## src/rtl/dual_lane_capture.sv

```systemverilog
// dual_lane_capture: first-word-fall-through FIFO holding {lane1, lane2} pairs between a producer and a stalling consumer.
// Define DUAL_LANE_CAPTURE_PARITY_EN to store an even-parity bit per entry and flag mismatches at the head.
module dual_lane_capture #(
    parameter int WIDTH1     = 2,
    parameter int WIDTH2     = 4,
    parameter int DEPTH_LOG2 = 2
) (
    input  logic                  clk,
    input  logic                  reset_n,
    input  logic [WIDTH1-1:0]     in_lane1,
    input  logic [WIDTH2-1:0]     in_lane2,
    input  logic                  in_valid,
    output logic                  in_ready,
    output logic [WIDTH1-1:0]     out_lane1,
    output logic [WIDTH2-1:0]     out_lane2,
    output logic                  out_valid,
    input  logic                  out_ready,
    output logic [DEPTH_LOG2:0]   count,
    output logic                  parity_err
);

    localparam int DEPTH = 2 ** DEPTH_LOG2;
    localparam int PW    = DEPTH_LOG2 + 1;

    logic [PW-1:0]         wr_ptr_q, wr_ptr_d;
    logic [PW-1:0]         rd_ptr_q, rd_ptr_d;
    logic [PW-1:0]         count_q, count_d;
    logic [WIDTH1-1:0]     lane1_mem_q [DEPTH];
    logic [WIDTH2-1:0]     lane2_mem_q [DEPTH];
    logic [DEPTH_LOG2-1:0] wr_addr, rd_addr;
    logic                  full, empty, push, pop;

    assign wr_addr = wr_ptr_q[DEPTH_LOG2-1:0];
    assign rd_addr = rd_ptr_q[DEPTH_LOG2-1:0];

    // Wrap bit distinguishes full from empty when the addresses coincide.
    assign empty = (rd_ptr_q == wr_ptr_q);
    assign full  = (rd_addr == wr_addr) && (rd_ptr_q[DEPTH_LOG2] != wr_ptr_q[DEPTH_LOG2]);

    assign in_ready  = !full;
    assign out_valid = !empty;
    assign push      = in_valid & in_ready;
    assign pop       = out_valid & out_ready;

    assign out_lane1 = lane1_mem_q[rd_addr];
    assign out_lane2 = lane2_mem_q[rd_addr];
    assign count     = count_q;

    always_comb begin
        wr_ptr_d = wr_ptr_q + PW'(push);
        rd_ptr_d = rd_ptr_q + PW'(pop);
        count_d  = count_q + PW'(push) - PW'(pop);
    end

    always_ff @(posedge clk or negedge reset_n) begin
        if (!reset_n) begin
            wr_ptr_q <= '0;
            rd_ptr_q <= '0;
            count_q  <= '0;
        end else begin
            wr_ptr_q <= wr_ptr_d;
            rd_ptr_q <= rd_ptr_d;
            count_q  <= count_d;
        end
    end

    // Storage is deliberately left out of reset; out_valid masks stale contents.
    always_ff @(posedge clk) begin
        if (push) begin
            lane1_mem_q[wr_addr] <= in_lane1;
            lane2_mem_q[wr_addr] <= in_lane2;
        end
    end

`ifdef DUAL_LANE_CAPTURE_PARITY_EN
    logic par_mem_q [DEPTH];

    always_ff @(posedge clk) begin
        if (push) begin
            par_mem_q[wr_addr] <= ^{in_lane2, in_lane1};
        end
    end

    assign parity_err = out_valid & ((^{out_lane2, out_lane1}) != par_mem_q[rd_addr]);
`else
    assign parity_err = 1'b0;
`endif

endmodule
```

## config.mk

```make
export PLATFORM = sky130hd
export DESIGN_NAME = dual_lane_capture
export DESIGN_NICKNAME = d
export VERILOG_FILES = /design/src/rtl/dual_lane_capture.sv
export SDC_FILE = /design/constraint.sdc
export NUM_CORES = 1
export LEC_CHECK = 0
export ABC_AREA = 1
export BUFFER_PORTS_ARGS = -buffer_cell sky130_fd_sc_hd__buf_2
export CORE_UTILIZATION = 41
export CTS_CLUSTER_DIAMETER = 50
export DETAILED_ROUTE_END_ITERATION = 10
export PLACE_DENSITY_LB_ADDON = 0.15
export SLEW_MARGIN = 15
export SYNTH_ARGS = -nofsm -noshare
export SYNTH_HDL_FRONTEND = slang
export SYNTH_SLANG_ARGS = --single-unit
```

## constraint.sdc

```tcl
create_clock -name clk -period 3.5 [get_ports clk]
set_input_delay 0.175 -clock clk [delete_from_list [all_inputs] [get_ports clk]]
set_output_delay 0.175 -clock clk [all_outputs]
set_load 0.01 [all_outputs]
```

==> results.yml <==
cts:
  clock_pin_slew_on_the_worst_setup_and_hold_paths_ps: 90
  postCtsResizedCells: 0
  cts.sinks: 33
  cts.root.buffer_cell: "clkbuf_4"
  cts_max_path_buffers: 2
  tritoncts.num_buffers: 5
  cts_setup_buffers: 0
  cts-htree-levels: 2
  cts_tree: "yes"
  cts_hold_repair.buffers: 1
  latest_clock_arrival_within_the_worst_skew_pair_ps: 320
setup_path:
  critical_path_end_type: "flop"
  critical_path.startpoint_type: "flop"
  timing.critical_path.slowest_stage_cell: "dfrtp_1"
  worstPathCellList: "inv_2 -> nand2_1 -> nand2_4 -> nand2_1 -> o21ai_1 -> inv_1 -> ha_1 -> inv_1 -> ha_1 -> fa_1 -> xnor2_1 -> xor2_1"
  family_of_cells_with_the_greatest_summed_delay_on_the_critical_path: "adder cells"
  slowest_delay_ps: 560
  arrival_time_reported_for_the_critical_path_endpoint_ps: 2730
  critical_path.startpoint: "rd_ptr_q[0]"
  ff_to_ff_start: "rd_ptr_q[0]"
  critPathRequiredTime_ps: 3710
  setup.worst_path.class: "reg -> reg"
  worstPathMaxFanout: 15
  cp_num_buf_inv: 3
timing:
  final.setup.tns_ps: 0
  fin_crit_sh_pct: 71.9
  fin_worst_skew_ps: 2.12
  finalSetupViolations: 0
  maxClockFrequency_ghz: 0.397
  setup_repair_after_global_routing_missed_its_margin: "false"
  report.final.hold_viol_count: 0
  timing_max_transition_violations_final: 0
  final_period_minus_worst_setup_slack_ps: 2520
pwr:
  power.static_leakage_nw: 0.665
  netSwitchingPower_mw: 0.561
  cell_internal_pwr_mw: 0.838
  fraction_of_power_consumed_by_sequential_logic_pct: 45.5
  power_frac_comb_pct: 41.0
  clockPowerShare_pct: 13.6
  vdd_drop_max_mv: 0.317
  swShare_pct: 40.1
  cellPowerDensity_nw_per_um2: 861
place:
  place.detailed.instances: 174
  cell_area_after_placement_sq_um: 1570
  dp.final_hpwl_microns: 1660
  gp_routability_congestion: 0.719
  total_of_buffers_placed_on_input_and_output_ports: 20
detailed_routing:
  num_vias: 848
  first_pass_iters: 4
  drcViolationCount: 0
  drt_iter0_markers: 20
  vias_per_cell: 4.66
  route.antenna.remaining_nets: 0
  drt-total-wl_microns: 2430
  route.detailed.wl_per_inst_microns: 13.4
layout:
  area.growth.synth_to_final_pct: 13.8
  final_design_area_no_fill_sq_um: 1620
  n_antenna_cell: 0
  layoutNonFillerInstCount: 182
  fin_nets: 153
  layout-drive-gt1-share_pct: 28.7
die:
  floorplan.initialDensity_pct: 42.8
  chipHeight_microns: 61.0
  placement_rows: 21
  area_enclosed_by_the_die_boundary_sq_um: 3720
  pin_count: 22
  die_w_microns: 61.0
  design.core.area_sq_um: 3340
synthesis:
  synth.avg_cell_area_sq_um: 12.9
  yosysUniqueCellTypes: 22
  sequential_area_share_after_synthesis_pct: 66.3
  cell_area_after_technology_mapping_sq_um: 1430
  synthesis_stage_register_bit_count: 33
  synthCells: 111
  synthesis.yosys.warnings: 0
  synth_nets: 128
global_routing:
  track_usage_pct: 15.6
  grt_start_max_net_pins: 16
  grt_pass1_vias: 829
  grt_pass1_wl_microns: 3910
  antenna_violations_before_repair: 0
  globalRouteOverflowTotal: 0
worst_hold_path:
  worstHoldStart: "in_lane1[1]"
  worst_hold_path_type: "in -> reg"
run:
  max-cap-violations: 0
run_status:
  run_status: "finished, final reports clean"
-- kinds of logic after synthesis --
logic type      Yosys count  synth area share [%]
compound gates           19                  7.19
xor+xnor                  4                  2.45
fa+ha+maj                 7                  6.66
buf+inv                  14                  4.12
flops                    33                  66.3
other cells               1                 0.263
simple gates             33                  13.1
-- layout by cell type (no fill, tap or decap), types with 2 or more instances in the layout --
cell type / n
nand2_4: 2
inv_1: 8
dfrtp_1: 9
nor2_1: 12
edfxtp_1: 24
o22ai_1: 6
nor2_2: 4
nand2_2: 2
xor2_1: 3
clkbuf_4: 5
ha_1: 6
inv_2: 3
nand2_1: 10
buf_2: 20
o21ai_0: 12
-- final timing paths --
kind                                     end  slack [ps]  depth (start not counted)
setup / recovery                    count[2]         980                         12
hold / removal             lane1_mem_q[0][1]          60                          1
setup reg to reg                    count[2]         980                         12
hold reg to reg                     count[2]         490                          1
max in group asynchronous           count[0]        3090                          2
min in group asynchronous           count[1]         220                          2
-- through the flow --
stage | worst slack [ps] | util, % | total power [mW] | hold WS, ps
6_report | 982 | 48.7 | 1.40 | 63.8
4_1_cts | 950 | 48.7 | 1.42 | 45.4
3_5_place_dp | 973 | 47.0 | 1.23 | 41.5
3_3_place_gp | 1030 | 47.0 | 1.20 | 36.2
5_1_grt | 755 | 48.7 | 1.53 | 43.5
2_1_floorplan | 1390 | - | 1.04 | -121
-- registers in the layout, indices dropped and copies added (netlist names) --
| register | flops |
|---|---|
| rd_ptr_q | 3 |
| wr_ptr_q | 3 |
| lane2_mem_q | 16 |
| lane1_mem_q | 8 |
| count | 3 |
-- cell usage after synthesis, drive strengths merged --
master,number,area [sq um]
ha,6,75.1
xor2,3,26.3
inv,11,41.3
nor2,16,70.1
o21ai,13,65.1
nand2,15,92.6
xnor2,1,8.76
dfrtp,9,225
buf,3,17.5
conb,1,3.75
edfxtp,24,721
nand3,1,17.5
fa,1,20.0
o22ai,6,37.5
nand4,1,6.26
-- layer usage --
layer  part of all wire, %  global-route usage (%)
met1                    46                    19.9
met2                    48                    24.5
met3                   3.8                    5.67
met4                   1.8                    5.84
met5                     0                       0
-- cell type report --
cell class              count  area (sq um)
well taps                  46          57.6
inverters                  11          41.3
flip-flops and latches     33           946
repair buffers             21           110
clock buffers               6          41.3
fillers                   328          1710
multi-input cells          64           423
clock inverters             1          5.00
-- power groups by stage --
stage | combinational [mW] | clock [mW] | sequential (mW)
after floorplan | 0.425 | 0 | 0.617
after global placement | 0.561 | 0 | 0.643
after detailed placement | 0.580 | 0 | 0.647
after CTS | 0.587 | 0.197 | 0.638
after global routing | 0.661 | 0.212 | 0.659
final | 0.573 | 0.190 | 0.636
Power figures use the tool's default switching activity.
